**src/rtl/display_pkg.sv**
```systemverilog
// display_pkg: shared types, defaults and blank-pattern helper for the display blocks.
package display_pkg;
  typedef logic [6:0] seg_t;
  typedef enum logic {LIVE, HOLD} mode_t;
  localparam int DEF_NUM_HEX = 5;
  localparam int DEF_NUM_LED = 5;
  function automatic seg_t blank_seg(input bit active_low);
    return active_low ? 7'h7F : 7'h00;
  endfunction
endpackage

```
**src/rtl/display_timebase.sv**
```systemverilog
// display_timebase: free-running blink phase and PWM counter shared by display blocks.
module display_timebase #(
  parameter int BLINK_HALF = 25_000_000,
  parameter int PWM_W = 4
) (
  input  logic             i_clk,
  input  logic             i_reset,
  output logic             phase,
  output logic [PWM_W-1:0] pwm_cnt
);
  localparam int CW = $clog2(BLINK_HALF);
  logic [CW-1:0] blink_cnt;
  logic wrap;
  assign wrap = blink_cnt == CW'(BLINK_HALF - 1);
  always_ff @(posedge i_clk or negedge i_reset)
    if (!i_reset) begin
      blink_cnt <= '0;
      phase <= 1'b0;
      pwm_cnt <= '0;
    end else begin
      blink_cnt <= wrap ? '0 : blink_cnt + 1'b1;
      phase <= phase ^ wrap;
      pwm_cnt <= pwm_cnt + 1'b1;
    end
endmodule

```
**src/rtl/display_output_stage.sv**
```systemverilog
// display_output_stage: registered 7-seg/LED pin stage with hold/load capture, blinking and PWM dimming.
module display_output_stage
  import display_pkg::*;
#(
  parameter int NUM_HEX = DEF_NUM_HEX,
  parameter int NUM_LED = DEF_NUM_LED,
  parameter int BLINK_HALF = 25_000_000,
  parameter int PWM_W = 4,
  parameter int SEG_ACTIVE_LOW = 1
) (
  input  logic                    i_clk,
  input  logic                    i_reset,
  input  logic [NUM_HEX-1:0][6:0] i_HEXs,
  input  logic [NUM_LED-1:0]      i_LEDs,
  input  logic                    i_hold,
  input  logic                    i_load,
  input  logic [NUM_HEX-1:0]      i_hex_blink,
  input  logic [NUM_LED-1:0]      i_led_blink,
  input  logic [PWM_W-1:0]        i_brightness,
  output logic [NUM_HEX-1:0][6:0] o_HEXs,
  output logic [NUM_LED-1:0]      o_LEDs,
  output logic                    o_holding
);
  localparam seg_t BLANK = blank_seg(SEG_ACTIVE_LOW != 0);
  mode_t state, state_next;
  logic [NUM_HEX-1:0][6:0] cap_hex;
  logic [NUM_LED-1:0] cap_led;
  logic [PWM_W-1:0] pwm_cnt;
  logic phase, pwm_on, cap_en;
  display_timebase #(.BLINK_HALF(BLINK_HALF), .PWM_W(PWM_W)) u_timebase (
    .i_clk(i_clk),
    .i_reset(i_reset),
    .phase(phase),
    .pwm_cnt(pwm_cnt)
  );
  always_ff @(posedge i_clk or negedge i_reset)
    if (!i_reset) state <= LIVE;
    else state <= state_next;
  always_comb begin
    state_next = i_hold ? HOLD : LIVE;
  end
  // LIVE captures every cycle, so the sample on the edge that enters HOLD is the frozen one
  assign cap_en = (state == LIVE) || i_load;
  assign pwm_on = (&i_brightness) || (pwm_cnt < i_brightness);
  assign o_holding = state == HOLD;
  always_ff @(posedge i_clk or negedge i_reset)
    if (!i_reset) begin
      cap_hex <= {NUM_HEX{BLANK}};
      cap_led <= '0;
      o_HEXs <= {NUM_HEX{BLANK}};
      o_LEDs <= '0;
    end else begin
      if (cap_en) begin
        cap_hex <= i_HEXs;
        cap_led <= i_LEDs;
      end
      for (int i = 0; i < NUM_HEX; i++)
        o_HEXs[i] <= (!pwm_on || (i_hex_blink[i] && phase)) ? BLANK : cap_hex[i];
      o_LEDs <= cap_led & {NUM_LED{pwm_on}} & ~(i_led_blink & {NUM_LED{phase}});
    end
endmodule

```
**config.mk**
```make
export PLATFORM = sky130hd
export DESIGN_NAME = display_output_stage
export DESIGN_NICKNAME = d
export VERILOG_FILES = /design/src/rtl/display_pkg.sv /design/src/rtl/display_timebase.sv /design/src/rtl/display_output_stage.sv
export SDC_FILE = /design/constraint.sdc
export NUM_CORES = 1
export LEC_CHECK = 0
export ABC_AREA = 0
export CORE_UTILIZATION = 51
export CTS_CLUSTER_DIAMETER = 150
export DETAILED_ROUTE_END_ITERATION = 10
export GPL_ROUTABILITY_DRIVEN = 0
export GPL_TIMING_DRIVEN = 1
export HOLD_SLACK_MARGIN = 0.05
export PLACE_DENSITY = 0.8
export SYNTH_ARGS = -nofsm -noshare
export SYNTH_HDL_FRONTEND = slang
export SYNTH_HIERARCHICAL = 1
export SYNTH_SLANG_ARGS = --single-unit
export TNS_END_PERCENT = 5
```
**constraint.sdc**
```tcl
create_clock -name i_clk -period 2.4 [get_ports i_clk]
set_input_delay 0.6 -clock i_clk [delete_from_list [all_inputs] [get_ports i_clk]]
set_output_delay 0.6 -clock i_clk [all_outputs]
set_load 0.05 [all_outputs]
```
Word-level counts from Yosys, hierarchy flattened
Index checks and enable logic that the tools add are counted.
{"block": "op_classes", "n_addsub": 2, "multipliers": 0, "n_div": 0, "magnitude_cmp": 1, "eq_ne": 1, "shift": 0, "muxes": 7, "bitwise_logic": 6, "n_reduce_logical": 14}
{"op": "two-way mux 7 bit", "count": 5}
{"op": "adder 25 x 1 -> 25 bit (second input constant)", "count": 1}
{"op": "equality test 25 bit (second input constant)", "count": 1}
{"op": "two-way mux 25 bit", "count": 1}
{"op": "bitwise AND 5 bit", "count": 3}
{"op": "logical OR 1 bit", "count": 7}
{"op": "logical AND 1 bit", "count": 5}
{"op": "NOT 5 bit", "count": 1}
{"op": "adder 4 x 1 -> 4 bit (second input constant)", "count": 1}
{"op": "less-than comparator 4 bit", "count": 1}
{"op": "AND reduction 4 bit", "count": 1}
{"op": "logical NOT 1 bit", "count": 1}
{"op": "two-way mux 1 bit", "count": 1}
{"op": "NOT 1 bit", "count": 1}
{"op": "XOR 1 bit", "count": 1}
{"block": "word_totals", "ff_bits": 111, "latchBits": 0, "ram_bits": 0, "romBits": 0, "input_bits": 58, "word_cells": 47, "mem_count": 0}

Logic depth before layout (Yosys ltp)
{"block": "depth", "word_depth": 5, "ltp_mapped": 7}

Modules after synthesis
Netlist, hierarchy kept.
{"mod": "display_output_stage", "n_inst": 1, "cells_each": 230, "area_each_um2": 3165.5, "seq_area_each_um2": 2114.5}
{"mod": "display_timebase", "n_inst": 1, "cells_each": 134, "area_each_um2": 1431.4, "seq_area_each_um2": 750.7}

Worst setup path before layout
OpenSTA, ideal clock, no wires.
{"block": "synth_path", "kind": "flip-flop to flip-flop", "start": "register u_timebase.blink_cnt[0]", "end": "register u_timebase.blink_cnt[11]", "arrival_ns": 1.635, "required_ns": 2.277, "setup_slack_ns": 0.643, "stages_incl_launch_ff": 8, "cell_sequence": "dfrtp_1 > ha_1 > and4_1 > buf_2 > nand2_1 > nor3_2 > buf_2 > nor2_1"}
{"block": "synth_between", "elab_chain_len": 2, "elab_cells_between_ends": 3}
{"item": "start: declaration", "line_no": "display_timebase.sv:12", "rtl": "logic [CW-1:0] blink_cnt;"}
{"item": "start signal: assignment", "line_no": "display_timebase.sv:21", "rtl": "blink_cnt <= wrap ? '0 : blink_cnt + 1'b1;"}
{"item": "adder 25 x 1 -> 25 bit / equality test 25 bit (equally long branches)", "line_no": "display_timebase.sv:21, display_timebase.sv:14"}
{"item": "two-way mux 25 bit *", "line_no": "display_timebase.sv:21"}
Every way passes the cells marked *; elsewhere a longest branch is shown, timed or not.
A chain may end at the register's enable or synchronous reset.

Worst setup path in the final report
{"block": "layout_path", "start": "register o_HEXs[8] (netlist bit)", "end": "output port o_HEXs[8] (netlist bit)"}
{"item": "start: declaration", "line_no": "display_output_stage.sv:20", "rtl": "output logic [NUM_HEX-1:0][6:0] o_HEXs,"}
{"item": "start signal: assignment", "line_no": "display_output_stage.sv:50", "rtl": "o_HEXs <= {NUM_HEX{BLANK}};"}
{"item": "start signal: indexed assignment", "line_no": "display_output_stage.sv:58", "rtl": "o_HEXs[i] <= (!pwm_on || (i_hex_blink[i] && phase)) ? BLANK : cap_hex[i];"}
No word-level cell between the ends.

==> load_flow_metrics.sql <==
INSERT INTO impl_metrics (metric_group, metric, value, unit) VALUES
('outcome', 'outcome', 'finished clean', ''),
('setup_path', 'r2r-start', 'u_timebase/blink_cnt[0]', ''),
('floorplan', 'num_io_pins', '99', ''),
('place', 'dpl_wire_length', '6540', 'um'),
('floorplan', 'core_area', '8720', 'sq um'),
('power', 'total_leakage_power', '2.46', 'nW'),
('detailed_routing', 'via_count', '3192', ''),
('timing', 'setup_repair_after_global_routing_missed_its_margin', 'no', ''),
('detailed_routing', 'vias_per_cell', '5.57', ''),
('setup_path', 'worstPathBufferInverterCount', '1', ''),
('timing', 'finalHoldViolations', '0', ''),
('synth', 'synth_enable_flop_cells', '0', ''),
('synth', 'synth.yosys.seq_area_share', '0.623', ''),
('setup_path', 'worst_path_max_delay_cell', 'clkdlybuf4s50_1', ''),
('clock_network', 'clock_network_latency_to_the_later_pin_of_the_worst_skew_pair', '0.37', 'ns'),
('timing', 'share_of_the_clock_period_used_by_the_worst_path_after_layout', '0.969', ''),
('clock_network', 'cts.repair.resized', '0', ''),
('timing', 'maxSlewHeadroom', '0.531', ''),
('timing', 'post-route-min-period', '2.33', 'ns'),
('clock_network', 'cts.reportedPaths.clkPinSlew', '0.11', 'ns'),
('clock_network', 'post-cts-setup-buffer-count', '0', ''),
('clock_network', 'cts.hold.buffers_added', '0', ''),
('timing', 'fin_setup_tns', '0', 'ns'),
('detailed_routing', 'drtIter0Drc', '193', ''),
('place', 'port-buffer-count', '98', ''),
('setup_path', 'delay_heaviest_family_cp', 'buffers and inverters', ''),
('layout', 'design.final.nets', '523', ''),
('layout', 'layout.cells.most_common_list', 'clkdlybuf4s50_1, dfstp_2, nand3_1', ''),
('detailed_routing', 'route.final.wire_length', '9440', 'um'),
('global_route', 'groute.usage.overall', '0.215', ''),
('setup_path', 'crit-reg2reg-capture', 'u_timebase/blink_cnt[24]', ''),
('synth', 'ys_async_sr_fraction', '1.00', ''),
('clock_network', 'numCtsBuffers', '9', ''),
('layout', 'area_delta_synth_final', '28.4', '%'),
('clock_network', 'clock_tree.root_cell', 'clkbuf_8', ''),
('global_route', 'first_pass_grt_wire_length', '16000', 'um'),
('setup_path', 'crit_cells', '1', ''),
('global_route', 'grt_start_max_net_pins', '112', ''),
('layout', 'drive_gt1_frac', '0.314', ''),
('setup_path', 'r2r_setup_slack', '0.45', 'ns'),
('global_route', 'via_count_of_the_first_global_routing_pass', '3366', ''),
('timing', 'fin_skew', '0.0158', 'ns'),
('clock_network', 'cts_sinks', '111', ''),
('detailed_routing', 'drtPass1Iterations', '4', ''),
('min_path', 'worstHoldPathType', 'in -> async', ''),
('synth', 'postSynth.topFlopCell', 'dfstp_2', ''),
('synth', 'yosys_warnings', '6', ''),
('floorplan', 'placement_rows', '34', ''),
('global_route', 'antenna_found_initial', '0', ''),
('floorplan', 'area_of_the_die', '9400', 'sq um'),
('clock_network', 'cts.path.max_buffers', '2', ''),
('job', 'max_cap_viol_count', '0', ''),
('synth', 'count_of_cell_types_in_the_netlist', '40', ''),
('global_route', 'globalRoute.totalOverflow', '0', ''),
('clock_network', 'cts.htree.levels', '3', ''),
('setup_path', 'crit_path_cell_trace', 'clkdlybuf4s50_1', ''),
('setup_path', 'timing.critical_path.fanout_max', '1', ''),
('synth', 'yosys_register_bits', '111', ''),
('power', 'power.density_cell_area', '655', 'nW/um^2'),
('detailed_routing', 'post_drt_wl_per_cell', '16.5', 'um'),
('detailed_routing', 'number_of_drc_violations_after_detailed_routing', '0', ''),
('floorplan', 'die_y', '96.9', 'um'),
('timing', 'timing.final.max_slew_violations', '0', ''),
('timing', 'setup-violations-final', '0', ''),
('layout', 'diodes', '0', ''),
('setup_path', 'crit_path_end_kind', 'output pin', ''),
('setup_path', 'worstRegToRegCells', '5', ''),
('setup_path', 'cp_data_arrival_time', '1.73', 'ns'),
('setup_path', 'critical_path_rt', '1.80', 'ns'),
('synth', 'synth_fp_nets', '427', ''),
('layout', 'instances_no_fill', '573', '');
## synthesized netlist by cell type, types with 5 or more instances
cell	number	area share
dfstp_2	70	0.40
nand3_1	44	0.048
dfrtp_1	41	0.22
a21oi_1	40	0.044
mux2_2	40	0.098
nand2_1	17	0.014
buf_2	13	0.014
xor2_1	10	0.019
and4_1	9	0.017
nor2_1	9	0.0073
xnor2_1	8	0.015
nand4_1	7	0.0095
clkbuf_1	6	0.0049
inv_1	6	0.0049
ha_1	5	0.014
## worst max path at each step
stage                                     to               startpoint  slack, ns
floorplan           u_timebase/blink_cnt[11]  u_timebase/blink_cnt[0]       0.64
global placement                   o_LEDs[3]          i_brightness[1]       0.18
detailed placement                 o_LEDs[1]          i_brightness[1]       0.12
CTS                                o_HEXs[8]                o_HEXs[8]       0.05
global route                      o_HEXs[22]               o_HEXs[22]      0.002
finish                             o_HEXs[8]                o_HEXs[8]       0.07
## report_power, final
part           total [mW]  leakage [nW]  internal [mW]  switching, mW
clock                1.08         0.102          0.432          0.647
sequential           2.12          1.27           2.07         0.0518
combinational       0.669          1.09          0.282          0.386
total                3.87          2.46           2.78           1.08
## routing by layer
metal  vias up  share of wire  wire length [um]  GRT usage
li1       1480              -                 -          -
met3        13          0.060               567     0.0708
met1      1616           0.42              3930      0.269
met4         0          0.019               180     0.0666
met5         -              0                 0          0
met2        83           0.50              4760      0.355
## through the flow
stage	utilization	setup WS [ns]	power (mW)	instance area [sq um]
6_report	0.677	0.0733	3.87	5900
5_1_grt	0.677	0.00228	4.03	5900
4_1_cts	0.677	0.0461	3.91	5900
3_5_place_dp	0.654	0.121	2.82	5700
3_3_place_gp	0.654	0.182	2.81	5700
2_1_floorplan	-	0.643	2.52	4600
## cells by family (layout without fill, tap and decap cells)
family	count (synthesis)	in the layout	synth area share
buffers and inverters	29	130	0.0305
AND/OR/NAND/NOR	107	107	0.131
multiplexers	40	40	0.0980
XOR/XNOR	18	18	0.0343
AO/OA/AOI/OAI	54	54	0.0694
adder cells (fa/ha/maj)	5	5	0.0136
flip-flops	111	111	0.623
## registers in the layout (all words and copies together), names as in the netlist
signal and flops:
o_holding 1, u_timebase/pwm_cnt 4, u_timebase/phase 1, u_timebase/blink_cnt 25, o_LEDs 5, cap_hex 35
cap_led 5, o_HEXs 35
## final cells by class
class	count	area, sq um
inverters	7	26.3
clock buffers	10	138
well taps	108	135
multi-input cells	224	1590
flip-flops and latches	111	2870
fillers	622	2820
repair buffers	107	1080
clock inverters	6	60.1
(Power assumes the default switching activity.)
